==> src/rtl/axi_round_and_clip_multi.sv <==
// axi_round_and_clip_multi
// Multi-lane AXI-Stream round-and-clip stage. NUM_CHAN packed signed lanes are
// narrowed from WIDTH_IN to WIDTH_OUT bits through a two-stage pipeline
// (stage 1 rounds, stage 2 saturates) sharing one handshake.
// Optional feature: define ROUND_CLIP_SAT_COUNT_EN to build the clip_count
// saturation event counter; otherwise clip_count is tied to zero.
module axi_round_and_clip_multi #(
    parameter int WIDTH_IN  = 24,
    parameter int WIDTH_OUT = 16,
    parameter int CLIP_BITS = 3,
    parameter int NUM_CHAN  = 2,
    parameter int CNT_WIDTH = 16
) (
    input  logic                          clk,
    input  logic                          reset,
    input  logic [1:0]                    round_mode,
    input  logic                          clear_count,
    input  logic [NUM_CHAN*WIDTH_IN-1:0]  i_tdata,
    input  logic                          i_tlast,
    input  logic                          i_tvalid,
    output logic                          i_tready,
    output logic [NUM_CHAN*WIDTH_OUT-1:0] o_tdata,
    output logic [NUM_CHAN-1:0]           o_tclip,
    output logic                          o_tlast,
    output logic                          o_tvalid,
    input  logic                          o_tready,
    output logic [CNT_WIDTH-1:0]          clip_count
);

    localparam int DROP = WIDTH_IN - WIDTH_OUT - CLIP_BITS;
    // width of the value kept after rounding: WIDTH_OUT + CLIP_BITS + sign guard
    localparam int KW   = WIDTH_OUT + CLIP_BITS + 1;

    generate
        if (DROP < 1) begin : g_bad_drop
            $error("axi_round_and_clip_multi: WIDTH_IN - WIDTH_OUT - CLIP_BITS must be >= 1");
        end
    endgenerate

    localparam logic [WIDTH_IN:0] ONE     = {{WIDTH_IN{1'b0}}, 1'b1};
    localparam logic [WIDTH_IN:0] HALF    = ONE << (DROP - 1);
    localparam logic [WIDTH_IN:0] HALF_M1 = HALF - ONE;

    localparam logic [WIDTH_OUT-1:0] SAT_MAX = {1'b0, {(WIDTH_OUT-1){1'b1}}};
    localparam logic [WIDTH_OUT-1:0] SAT_MIN = {1'b1, {(WIDTH_OUT-1){1'b0}}};

    // pipeline state
    logic                         s1_valid;
    logic [NUM_CHAN*KW-1:0]       s1_data;
    logic                         s1_last;
    logic                         s2_valid;

    logic                         s1_ready;
    logic                         s2_ready;

    // combinational stage results
    logic [NUM_CHAN*KW-1:0]        s1_next;
    logic [NUM_CHAN*WIDTH_OUT-1:0] s2_next;
    logic [NUM_CHAN-1:0]           s2_clip;

    logic [WIDTH_IN-1:0]  lane;
    logic [WIDTH_IN:0]    rc;
    logic [WIDTH_IN:0]    sum;
    logic [KW-1:0]        kept;
    logic [KW-WIDTH_OUT:0] top;

    assign s2_ready = !s2_valid || o_tready;
    assign s1_ready = !s1_valid || s2_ready;
    assign i_tready = s1_ready;
    assign o_tvalid = s2_valid;

    // Stage-1 rounding: sign-extend, add the mode-dependent constant, drop LSBs.
    // round_mode is consumed here, so each beat carries the mode it was accepted with.
    always_comb begin
        s1_next = '0;
        lane    = '0;
        rc      = '0;
        sum     = '0;
        for (int unsigned k = 0; k < NUM_CHAN; k++) begin
            lane = i_tdata[k*WIDTH_IN +: WIDTH_IN];
            case (round_mode)
                2'd0:    rc = '0;
                2'd2:    rc = HALF_M1 + {{WIDTH_IN{1'b0}}, lane[DROP]};
                default: rc = HALF;
            endcase
            sum = {lane[WIDTH_IN-1], lane} + rc;
            s1_next[k*KW +: KW] = sum[WIDTH_IN:DROP];
        end
    end

    // Stage-2 clipping: pass if all bits above the output sign agree, else saturate.
    always_comb begin
        s2_next = '0;
        s2_clip = '0;
        kept    = '0;
        top     = '0;
        for (int unsigned k = 0; k < NUM_CHAN; k++) begin
            kept = s1_data[k*KW +: KW];
            top  = kept[KW-1:WIDTH_OUT-1];
            if ((&top) || !(|top)) begin
                s2_next[k*WIDTH_OUT +: WIDTH_OUT] = kept[WIDTH_OUT-1:0];
            end else begin
                s2_next[k*WIDTH_OUT +: WIDTH_OUT] = kept[KW-1] ? SAT_MIN : SAT_MAX;
                s2_clip[k] = 1'b1;
            end
        end
    end

    // Stage-1 register: loads whenever empty or stage 2 is taking its beat.
    always_ff @(posedge clk) begin
        if (reset) begin
            s1_valid <= 1'b0;
            s1_data  <= '0;
            s1_last  <= 1'b0;
        end else if (s1_ready) begin
            s1_valid <= i_tvalid;
            if (i_tvalid) begin
                s1_data <= s1_next;
                s1_last <= i_tlast;
            end
        end
    end

    // Stage-2 (output) register: holds its payload while stalled downstream.
    always_ff @(posedge clk) begin
        if (reset) begin
            s2_valid <= 1'b0;
            o_tdata  <= '0;
            o_tclip  <= '0;
            o_tlast  <= 1'b0;
        end else if (s2_ready) begin
            s2_valid <= s1_valid;
            if (s1_valid) begin
                o_tdata <= s2_next;
                o_tclip <= s2_clip;
                o_tlast <= s1_last;
            end
        end
    end

`ifdef ROUND_CLIP_SAT_COUNT_EN
    logic [CNT_WIDTH-1:0] cnt_q;

    // Saturating count of output transfers with any lane clipped; clear wins.
    always_ff @(posedge clk) begin
        if (reset || clear_count) begin
            cnt_q <= '0;
        end else if (o_tvalid && o_tready && (|o_tclip) && (cnt_q != '1)) begin
            cnt_q <= cnt_q + {{(CNT_WIDTH-1){1'b0}}, 1'b1};
        end
    end

    assign clip_count = cnt_q;
`else
    logic unused_clear;

    assign unused_clear = clear_count;
    assign clip_count   = '0;
`endif

endmodule

==> config.mk <==
export PLATFORM = sky130hd
export DESIGN_NAME = axi_round_and_clip_multi
export DESIGN_NICKNAME = d
export VERILOG_FILES = /design/src/rtl/axi_round_and_clip_multi.sv
export SDC_FILE = /design/constraint.sdc
export NUM_CORES = 1
export LEC_CHECK = 0
export ABC_AREA = 1
export BUFFER_PORTS_ARGS = -buffer_cell sky130_fd_sc_hd__buf_4
export CORE_MARGIN = 4
export CORE_UTILIZATION = 30
export DETAILED_ROUTE_END_ITERATION = 16
export PLACE_DENSITY = 0.48
export SKIP_CTS_REPAIR_TIMING = 1
export SYNTH_ARGS = -nofsm -noshare
export SYNTH_HDL_FRONTEND = slang
export SYNTH_SLANG_ARGS = --single-unit
==> constraint.sdc <==
create_clock -name clk -period 2.6 [get_ports clk]
set_clock_uncertainty 0.2 [all_clocks]
set_input_delay 0.13 -clock clk [delete_from_list [all_inputs] [get_ports clk]]
set_output_delay 0.13 -clock clk [all_outputs]
set_load 0.005 [all_outputs]
### After elaboration in Yosys (flattened, before gate mapping)

Cells that the tools add are included.

* flip-flop bits (word level): 78
* bits of input ports: 56
* output and inout bits: 53
* logic and storage cells: 35

* $add $sub $neg: 4
* equality and inequality tests: 1
* muxes and demuxes: 8
* reductions and logical operators: 15

Operator list (number)
* 2-to-1 mux 16 bit: 4
* adder 25 bit: 2
* case mux 5 bit (2 select lines): 2
* adder 4 x 1 -> 5 bit, first input constant: 2
* AND reduction 5 bit: 2
* OR reduction 5 bit: 2
* zero test 1 bit: 4
* logical OR 1 bit: 4
* AND reduction 2 bit: 2
* equality test 2 bit, second input constant: 1
* zero test 2 bit: 1
* 2-to-1 mux 1 bit: 2

### Longest topological paths before layout

Gate-level depths: netlist of the first run.

* depth after elaboration: 4
* mapped depth: 16
* mapped depth without buffers: 16

### Least setup slack after synthesis of the first run

No wires, ideal clock.

* path type: in2reg
* start: in round_mode[0]
* end: reg s1_data[20]
* arrival: 1.701 ns
* required time: 2.285 ns
* slack: 0.584 ns
* stages on the path: 12
* buffers on the path: 0
* path through: inv_1 > nand2_2 > nor2_1 > a21oi_1 > ha_1 > nand2_1 > inv_1 > a21oi_1 > nand2_2 > xor2_1 > o21ai_0 > inv_1

* cells in the longest elaborated chain, start to end: 3
* elaborated cells on any way between the ends: 4

RTL lines
* start: declaration: RTL line 16 `input logic [1:0] round_mode,`
* equality test 2 bit / zero test 2 bit (equally long branches): RTL line 81 `case (round_mode)`
* case mux 5 bit (2 select lines) (*): RTL line 81
* adder 25 bit (*): RTL line 86 `sum = {lane[WIDTH_IN-1], lane} + rc;`
* end signal: assignment: RTL line 118 `s1_data <= s1_next;`
* end: declaration: RTL line 49 `logic [NUM_CHAN*KW-1:0] s1_data;`

Every way passes the cells marked *; elsewhere a longest branch is shown, timed or not.
A chain may end at the register's enable or synchronous reset.

### Worst setup path in the final report of the first run

* start: in o_tready
* end: reg o_tdata[10]

* cells in the longest elaborated chain, start to end: 2

RTL lines
* start: declaration: RTL line 26 `input logic o_tready,`
* logical OR 1 bit: RTL line 67 `assign s2_ready = !s2_valid || o_tready;`
* AND reduction 2 bit (no line)
* end signal: assignment: RTL line 134 `o_tdata <= s2_next;`
* end: declaration: RTL line 22 `output logic [NUM_CHAN*WIDTH_OUT-1:0] o_tdata,`

No other way between the ends.

==> results of run 1 <==
==> critical path: stages <==
cell,delay (ns)
dlygate4sd3_1,0.53
buf_4,0.13
inv_1,0.06
nand2_1,0.07
nand2_1,0.19
inv_1,0.18
buf_4,0.23
nand2_1,0.35
a31oi_1,0.15
==> layout make-up <==
type                            instances  area, sq um  share of cell area, %
Clock buffer                           11          253                   4.39
Clock inverter                          5          105                   1.83
Inverter                               90          338                   5.87
Multi-Input combinational cell        483         2330                   40.5
Sequential cell                        78         1560                   27.1
Tap cell                              184          230                   4.00
Timing Repair Buffer                  118          938                   16.3
==> cell families (layout without fill, tap and decap cells) <==
logic type | Yosys count | count (layout)
compound gates | 116 | 116
xor+xnor | 8 | 8
fa+ha+maj | 8 | 8
buf+inv | 133 | 224
flops | 78 | 78
other cells | 1 | 16
simple gates | 335 | 335
==> layout by cell type (no fill, tap or decap), drive strengths merged, types with 12 or more instances in the layout <==
| cell type | synthesis | final |
|---|---|---|
| inv | 90 | 90 |
| nand2 | 152 | 152 |
| nor2 | 87 | 87 |
| buf | 26 | 102 |
| dlygate4sd3 | 0 | 16 |
| nor3 | 14 | 14 |
| nand4 | 12 | 12 |
| dfxtp | 78 | 78 |
| nand3 | 63 | 63 |
| conb | 1 | 16 |
| o21ai | 53 | 53 |
| a31oi | 13 | 13 |
| a21oi | 44 | 44 |
==> state kept, by name, summed over array words and instances (netlist names) <==
signal and count:
s1_data 40, o_tlast 1, s1_last 1, o_tclip 2, o_tvalid 1, s1_valid 1, o_tdata 32
==> metal layers <==
metal	global-route usage, %	part of all wire, %
met1	22.5	52
met2	22.3	42
met3	2.72	4.9
met4	3.71	1.0
met5	0	0
==> metrics by stage <==
| stage | worst slack [ns] | hold slack [ns] | util (%) |
|---|---|---|---|
| finish | 0.576 | -0.0606 | 39.8 |
| global route | 0.408 | -0.000217 | 39.8 |
| CTS | 0.684 | -0.146 | 38.7 |
| detailed placement | 0.341 | 0.195 | 36.2 |
| global placement | 0.373 | 0.197 | 36.2 |
| floorplan | 0.584 | 0.0924 | - |
==> power groups by stage <==
stage	registers [uW]	logic [uW]	clock network (uW)
6_report	1340	567	1470
4_1_cts	1340	553	1500
3_3_place_gp	1360	546	0
2_1_floorplan	1350	321	0
5_1_grt	1350	645	1550
3_5_place_dp	1360	550	0
==> path summary, 6_finish.rpt <==
path | slack (ns) | startpoint | endpoint | cells past startpoint
setup reg to reg | 0.69 | o_tvalid | s1_data[28] | 7
hold / removal | -0.06 | i_tdata[42] | s1_data[33] | 5
setup / recovery | 0.58 | o_tready | o_tdata[10] | 9
hold reg to reg | 0.26 | s1_data[27] | o_tdata[23] | 2
==> impl_metrics.py, run 1 <==
metrics = {
    "outcome": {
        "outcome": "finished, violations left",
        "failed_checks": "hold timing",
    },
    "timing": {
        "worst_slew_pin_slew_ns": 0.652,
        "max_slew_margin_pct": 56.5,
        "fin_crit_sh_pct": 77.8,
        "fmax_ghz": 0.494,
        "grt_setup_unrepaired": "false",
        "holdWs_ns": -0.0606,
        "hold_viol": 7,
        "drv_slew": 0,
        "timing.setup.tns_ns": 0,
        "finalSetupViolCount": 0,
        "final.min_clock_period_ns": 2.02,
    },
    "grt": {
        "first_global_vias": 4105,
        "grt.total_usage_pct": 15.1,
        "grt_max_degree": 43,
        "grt.overflow.total": 0,
        "grt_pass1_wl_microns": 20400,
        "antenna_found_initial": 0,
    },
    "route": {
        "postRouteWirelength_microns": 12600,
        "vias": 4461,
        "wl_per_cell_microns": 13.1,
        "dr.pass1.iters": 4,
        "vias_per_cell": 4.60,
        "drc": 0,
        "drtIter0Drc": 304,
        "antenna_left": 0,
    },
    "synthesis": {
        "synth_ff_type": "dfxtp_1",
        "synth_top_family_by_area": "simple AND/OR/NAND/NOR gates",
        "synth-xor-area-share_pct": 1.59,
        "ys_types": 33,
        "syn_area_per_cell_sq_um": 6.50,
        "async_flop_share_pct": 0,
        "post-synth-top-count-cell": "nand2_1",
        "seq_area_frac_synth_pct": 35.4,
        "yosys.area_share.simple_pct": 33.5,
        "ys_warn_count": 0,
        "synth.area.mux_share_pct": 0,
        "synth-compound-area-share_pct": 14.1,
        "syn_inst": 679,
        "synth_top_area_share_pct": 35.4,
        "synth_fa_ha_area_share_pct": 2.27,
        "synth_area_sq_um": 4410,
        "ys_top_cells_by_count": "146 x nand2_1, 89 x inv_1, 82 x nor2_1",
        "synth_edf_count": 0,
        "ys_ff_latch": 78,
        "ys_top_cells_by_area": "dfxtp_1 35%, nand2_1 12%, inv_1 7.6%",
        "synth_top_area_cell": "dfxtp_1",
    },
    "setup_path": {
        "critPathRequiredTime_ns": 2.59,
        "crit_path_start_kind": "primary input",
        "critPathArrivalTime_ns": 2.01,
        "crit_type": "in2reg",
        "cp_max_fo": 14,
        "endpoint_kind": "flop",
    },
    "clocking": {
        "clk_latency_ns": 0.33,
        "cts_htree_levels": 3,
        "clk_pin_slew_ns": 0.06,
        "root_buffer": "clkbuf_16",
        "cts_buffers": 9,
        "cts_tree": "built",
        "numClockSinks": 78,
        "cts.path.max_buffers": 2,
    },
    "power_and_ir_drop": {
        "p_sw_uw": 853,
        "p_clk_share_pct": 43.5,
        "leakagePower_uw": 0.00279,
        "intPower_uw": 2520,
        "power_uw": 3370,
        "powerDensity_nw_per_um2": 586,
        "ir_drop_mv": 0.348,
        "p_sw_share_pct": 25.3,
        "pwr-share-seq_pct": 39.7,
        "pwr-share-comb_pct": 16.8,
    },
    "cells_and_area": {
        "final_area_sq_um": 5760,
        "nNetsFinal": 844,
        "stdcell_count": 969,
        "diodes": 0,
        "drive_above_1_share_pct": 17.6,
        "syn_to_final_growth_pct": 30.5,
        "fillCellCount": 1559,
    },
    "die": {
        "die_w_microns": 129,
        "initial_core_util_pct": 30.5,
        "dieArea_sq_um": 16700,
        "ios": 109,
        "die_y_microns": 129,
        "num_rows": 44,
        "core_area_sq_um": 14500,
    },
    "place": {
        "routabilityCongestion": 0.858,
        "dpl_cell_area_sq_um": 5240,
        "post-place-cells": 937,
        "dp_hpwl_microns": 9490,
        "port_buffers": 91,
    },
    "worst_hold_path": {
        "hp-class": "in2reg",
    },
    "job": {
        "cap_violations": 0,
    },
}
(Power assumes the default switching activity.)
==> run 2: changes to the inputs <==
clock period = 2 ns   (was 2.6 ns; I/O delays follow)
==> run 2 against run 1 <==
The run still ends with hold timing left. Register-to-register slack worse by 0.38 ns. Largest power group is now registers. Global-route usage up 0.21 points. Critical path depth up 6. Highest routed layer unchanged. Worst setup slack worse by 0.37 ns. Hold slack better by 0.022 ns. Largest cell class unchanged.
==> impl_metrics.py, run 2 (synthesized netlist as in run 1, its figures left out) <==
metrics = {
    "die": {
        "initial_core_util_pct": 30.5,
        "dieArea_sq_um": 16700,
        "ios": 109,
        "num_rows": 44,
        "die_y_microns": 129,
        "die_w_microns": 129,
        "core_area_sq_um": 14500,
    },
    "setup_path": {
        "crit_type": "in2reg",
        "crit_path_start_kind": "primary input",
        "critPathRequiredTime_ns": 2.03,
        "critPathMaxStageDelay_ns": 0.31,
        "cp_max_fo": 4,
        "r2r_slack_ns": 0.31,
        "crit_chain": "buf_4 > inv_1 > nand2_2 > nor2_4 > a21oi_1 > ha_1 > nand2_1 > inv_1 > nand2_1 > nand2_1 > nand3b_1 > o21ai_0 > nand3_1 > nand2_1 > inv_1",
        "critPathSlowestCell": "ha_1",
        "critPathArrivalTime_ns": 1.83,
        "endpoint_kind": "flop",
        "cpMostUsedCell": "nand2_1",
    },
    "cells_and_area": {
        "diodes": 0,
        "layout_commonest_cell": "nand2_1",
        "fillCellCount": 1534,
        "reg.largest.list": "s1_data: 40 flops, o_tdata: 32 flops, o_tclip: 2 flops",
        "seq_area_sq_um": 1560,
        "largest_register": "s1_data",
        "syn_to_final_growth_pct": 32.6,
        "nNetsFinal": 864,
        "largest_reg_flops": 40,
        "drive_above_1_share_pct": 18.8,
        "multi_input_area_sq_um": 2340,
        "final_cell_mix": "146 x nand2_1, 114 x buf_4, 89 x inv_1",
        "fin_util_pct": 40.4,
    },
    "power_and_ir_drop": {
        "powerDensity_nw_per_um2": 689,
        "ir_drop_mv": 0.452,
        "leakagePower_uw": 0.00285,
    },
    "clocking": {
        "cts_buffers": 9,
        "root_buffer": "clkbuf_16",
        "clk_latency_ns": 0.33,
        "clk_pin_slew_ns": 0.06,
        "numClockSinks": 78,
        "cts_tree": "built",
        "cts_htree_levels": 3,
        "cts.path.max_buffers": 2,
    },
    "worst_hold_path": {
        "hp-class": "in2reg",
    },
    "timing": {
        "final.min_clock_period_ns": 1.80,
        "hold_viol": 6,
        "fin_crit_sh_pct": 89.9,
        "finalSetupViolCount": 0,
        "drv_slew": 0,
        "fmax_ghz": 0.556,
        "holdWs_ns": -0.0388,
        "fin_ws_ns": 0.202,
    },
    "route": {
        "drtIter0Drc": 286,
        "wl_per_cell_microns": 13.2,
        "drc": 0,
        "postRouteWirelength_microns": 13100,
        "maxUsedRoutingLayer": "met4",
        "met2_length_microns": 5510,
        "dr_wl_met3_microns": 667,
        "antenna_left": 0,
        "dr.pass1.iters": 5,
        "m1WireLength_microns": 6710,
        "vias": 4569,
        "vias_per_cell": 4.62,
    },
    "place": {
        "routabilityCongestion": 0.836,
        "dp_hpwl_microns": 9840,
        "port_buffers": 91,
        "pre_cts_slack_ns": -0.121,
    },
    "grt": {
        "first_global_vias": 4090,
        "grt.total_usage_pct": 15.3,
        "grt_max_degree": 44,
        "grt_pass1_wl_microns": 20600,
        "grt.overflow.total": 0,
        "antenna_found_initial": 0,
    },
    "job": {
        "cap_violations": 0,
    },
    "outcome": {
        "failed_checks": "hold timing",
        "outcome": "finished, violations left",
    },
}
run 2: cell types whose count changed in the layout (fill, tap and decap cells not counted), sizes merged:
cell         change
clkbuf           -2
clkinv           +2
buf             +13
dlygate4sd3      +7
inv              +3
bufinv           -3
run 2: final timing paths:
path	endpoint	cells after the start	startpoint
max	s1_data[8]	15	round_mode[0]
min	s1_data[32]	5	i_tdata[41]
max reg2reg	o_tdata[12]	5	s1_data[19]
min reg2reg	o_tdata[21]	2	s1_data[25]
run 2: final cells by class:
| type | count | area share (%) |
|---|---|---|
| Inverter | 90 | 5.77 |
| Multi-Input combinational cell | 483 | 39.9 |
| Clock inverter | 7 | 0.941 |
| Timing Repair Buffer | 138 | 18.9 |
| Tap cell | 184 | 3.93 |
| Sequential cell | 78 | 26.7 |
| Clock buffer | 9 | 3.85 |
run 2: power breakdown:
part | switching, uW | internal (uW) | total [uW]
logic | 429 | 345 | 774
clock network | 663 | 853 | 1520
registers | 67.5 | 1670 | 1740
total | 1160 | 2870 | 4030
run 2: routing by layer:
layer  track usage, %  vias up
li1                 -     2405
met1             23.0     2050
met2             22.2      101
met3             3.01       13
met4             3.89        0
met5                0        -
run 2: through the flow:
step / TNS (ns) / hold WS [ns] / power, uW / instance area (sq um) / std cells
global placement: -1.31 / 0.167 / 2500 / 5340 / 950
finish: 0 / -0.0388 / 4030 / 5850 / 989
global route: -0.0430 / 0.00794 / 4240 / 5850 / 989
floorplan: 0 / 0.0624 / 2180 / 4470 / 694
CTS: 0 / -0.174 / 4040 / 5620 / 966
detailed placement: -1.93 / 0.169 / 2510 / 5340 / 950
run 2: worst max-delay path, delay by kind of cell:
family | cells | cell delay [ns]
compound gates | 2 | 0.30
fa+ha+maj | 1 | 0.31
buf+inv | 4 | 0.28
simple gates | 8 | 0.83
==> run 3: changes to the inputs <==
ABC_AREA = unset   (was 1)
PLACE_DENSITY = 0.49   (was 0.48)
==> run 3 against run 2 <==
The run still ends with hold timing left. Utilization increased by 4.0 points. Non-clock buffer count is 14 higher. First-iteration DRC count down 12%. Largest power group unchanged. Highest routed layer unchanged.
==> impl_metrics.py, run 3 <==
metrics = {
    "setup_path": {
        "crit_chain": "buf_4 > or3b_4 > inv_4 > ha_4 > o21ai_2 > a2111oi_4 > buf_4 > nand3_1 > xor2_1 > a21oi_1",
        "critPathMaxStageDelay_ns": 0.41,
        "path_depth": 10,
        "crit_path_start_kind": "primary input",
        "critPathSlowestCell": "or3b_4",
        "critPathArrivalTime_ns": 1.93,
        "path_buf_inv": 3,
        "cpLargestDelayFamily": "compound AO/OA/AOI/OAI gates",
        "critPathRequiredTime_ns": 2.02,
        "crit_type": "in2reg",
        "r2r_cells": 5,
        "endpoint_kind": "flop",
        "cpMostUsedCell": "buf_4",
        "cp_max_fo": 5,
    },
    "synthesis": {
        "async_flop_share_pct": 0,
        "ys_top_cells_by_count": "80 x a21oi_1, 78 x dfxtp_1, 71 x o21ai_0",
        "synth_top_area_share_pct": 39.5,
        "synth_area_sq_um": 3960,
        "seq_area_frac_synth_pct": 39.5,
        "ys_warn_count": 0,
        "syn_inst": 489,
        "ys_top_cells_by_area": "dfxtp_1 39%, a21oi_1 10%, o21ai_0 9.0%",
        "synth_ff_type": "dfxtp_1",
        "synth_top_area_cell": "dfxtp_1",
        "synth_edf_count": 0,
        "syn_area_per_cell_sq_um": 8.09,
        "ys_types": 54,
        "post-synth-top-count-cell": "a21oi_1",
        "ys_ff_latch": 78,
    },
    "worst_hold_path": {
        "holdPathStages": 4,
        "hp-class": "in2reg",
    },
    "route": {
        "drc": 0,
        "vias_per_cell": 4.86,
        "wl_per_cell_microns": 14.1,
        "antenna_left": 0,
        "drtIter0Drc": 252,
        "vias": 3866,
        "postRouteWirelength_microns": 11200,
        "dr.pass1.iters": 4,
    },
    "place": {
        "dp_hpwl_microns": 8030,
        "routabilityCongestion": 0.771,
        "pre_cts_slack_ns": -0.300,
        "post-place-cells": 745,
        "port_buffers": 91,
    },
    "die": {
        "die_w_microns": 123,
        "ios": 109,
        "initial_core_util_pct": 31.0,
        "die_y_microns": 123,
        "dieArea_sq_um": 15100,
        "num_rows": 41,
        "core_area_sq_um": 12800,
    },
    "cells_and_area": {
        "stdcell_count": 795,
        "syn_to_final_growth_pct": 43.3,
        "largest_reg_flops": 40,
        "nNetsFinal": 683,
        "largest_register": "s1_data",
        "drive_above_1_share_pct": 25.5,
        "layout_commonest_cell": "buf_4",
        "diodes": 0,
        "reg.largest.list": "s1_data: 40 flops, o_tdata: 32 flops, o_tclip: 2 flops",
        "final_cell_mix": "114 x buf_4, 79 x a21oi_1, 78 x dfxtp_1",
    },
    "grt": {
        "use_met1_pct": 22.2,
        "grt.overflow.total": 0,
        "grtUsageMet2_pct": 19.8,
        "grt_busiest_layer": "met1",
        "grt_pass1_wl_microns": 17400,
        "grt.total_usage_pct": 14.5,
        "grt_max_degree": 49,
        "antenna_found_initial": 0,
        "first_global_vias": 3376,
        "grtUsageMet3_pct": 3.59,
    },
    "power_and_ir_drop": {
        "p_sw_share_pct": 24.9,
        "p_clk_share_pct": 40.9,
        "pwr-share-comb_pct": 18.4,
        "p_sw_uw": 1060,
        "ir_drop_mv": 0.454,
        "powerDensity_nw_per_um2": 752,
        "intPower_uw": 3200,
        "pwr-share-seq_pct": 40.7,
        "power_uw": 4260,
        "leakagePower_uw": 0.00236,
    },
    "timing": {
        "drv_slew": 0,
        "fmax_ghz": 0.523,
        "worst_slew_pin_slew_ns": 0.611,
        "grt_setup_unrepaired": "false",
        "finalSetupViolCount": 0,
        "final.min_clock_period_ns": 1.91,
        "fin_ws_ns": 0.0879,
        "holdWs_ns": -0.0427,
        "max_slew_margin_pct": 59.2,
        "fin_crit_sh_pct": 95.6,
        "hold_viol": 4,
    },
    "clocking": {
        "cts_htree_levels": 3,
        "root_buffer": "clkbuf_16",
        "clk_latency_ns": 0.33,
        "cts_buffers": 9,
        "cts_tree": "built",
        "cts.path.max_buffers": 2,
        "clk_pin_slew_ns": 0.05,
        "numClockSinks": 78,
    },
    "outcome": {
        "failed_checks": "hold timing",
        "outcome": "finished, violations left",
    },
    "job": {
        "cap_violations": 0,
    },
}
==> run 3: changes by cell type after synthesis, sizes merged, moves of 12 or more <==
| cell | previous run | this run |
|---|---|---|
| nor3 | 14 | 2 |
| o21ai | 53 | 73 |
| nand3 | 63 | 16 |
| nand2 | 152 | 29 |
| a21oi | 44 | 80 |
| nor2 | 87 | 37 |
| inv | 90 | 10 |
==> run 3: worst paths after layout <==
kind / start / end / slack, ns
worst max register to register: s1_data[35] / o_tdata[17] / 0.15
worst max-delay path: i_tdata[29] / s1_data[32] / 0.09
worst min-delay path: i_tdata[11] / s1_data[6] / -0.04
worst min register to register: s1_last / o_tlast / 0.25
==> run 3: worst register-to-register path, stage by stage, from the launching register on <==
cell	delay [ns]
dfxtp_1	0.32
or4_1	0.55
mux2i_4	0.19
buf_4	0.24
a21oi_1	0.10
a21oi_1	0.17
==> run 3: cell families after synthesis <==
group | after synthesis | share of synthesized area, %
buffers and inverters | 58 | 7.21
AND/OR/NAND/NOR | 130 | 17.5
other | 1 | 0.0948
XOR/XNOR | 20 | 4.43
adder cells (fa/ha/maj) | 8 | 2.53
multiplexers | 3 | 1.11
AO/OA/AOI/OAI | 191 | 27.7
flip-flops | 78 | 39.5
==> run 3: area by class of cell <==
type,count,area [sq um]
repair buffers,152,1280
inverters,10,40.0
flip-flops and latches,78,1560
clock inverters,4,70.1
clock buffers,11,253
fillers,1287,7100
well taps,172,215
multi-input cells,368,2250
==> run 3: routing by layer <==
layer	part of all wire (%)	vias up	wire length (microns)
met5	0	-	0
met4	1.2	0	138
met3	5.7	12	642
met2	43	97	4760
met1	51	1758	5660
li1	-	1999	-
==> run 3: per-stage QoR <==
step / cell area, sq um / utilization, % / hold WS [ns] / setup TNS (ns)
6_report: 5670 / 44.4 / -0.0427 / 0
5_1_grt: 5670 / 44.4 / 0.00541 / 0
4_1_cts: 5280 / 41.3 / -0.182 / 0
3_5_place_dp: 4950 / 38.8 / 0.176 / -6.26
3_3_place_gp: 4950 / 38.8 / 0.172 / -5.17
2_1_floorplan: 4060 / - / 0.0295 / -0.00244
==> run 3: power groups by stage <==
stage / clock network (uW) / registers, uW / logic, uW
after floorplan: 0 / 1760 / 405
after CTS: 1800 / 1740 / 724
after detailed placement: 0 / 1770 / 719
after global routing: 1870 / 1750 / 880
final: 1740 / 1740 / 785
after global placement: 0 / 1770 / 712
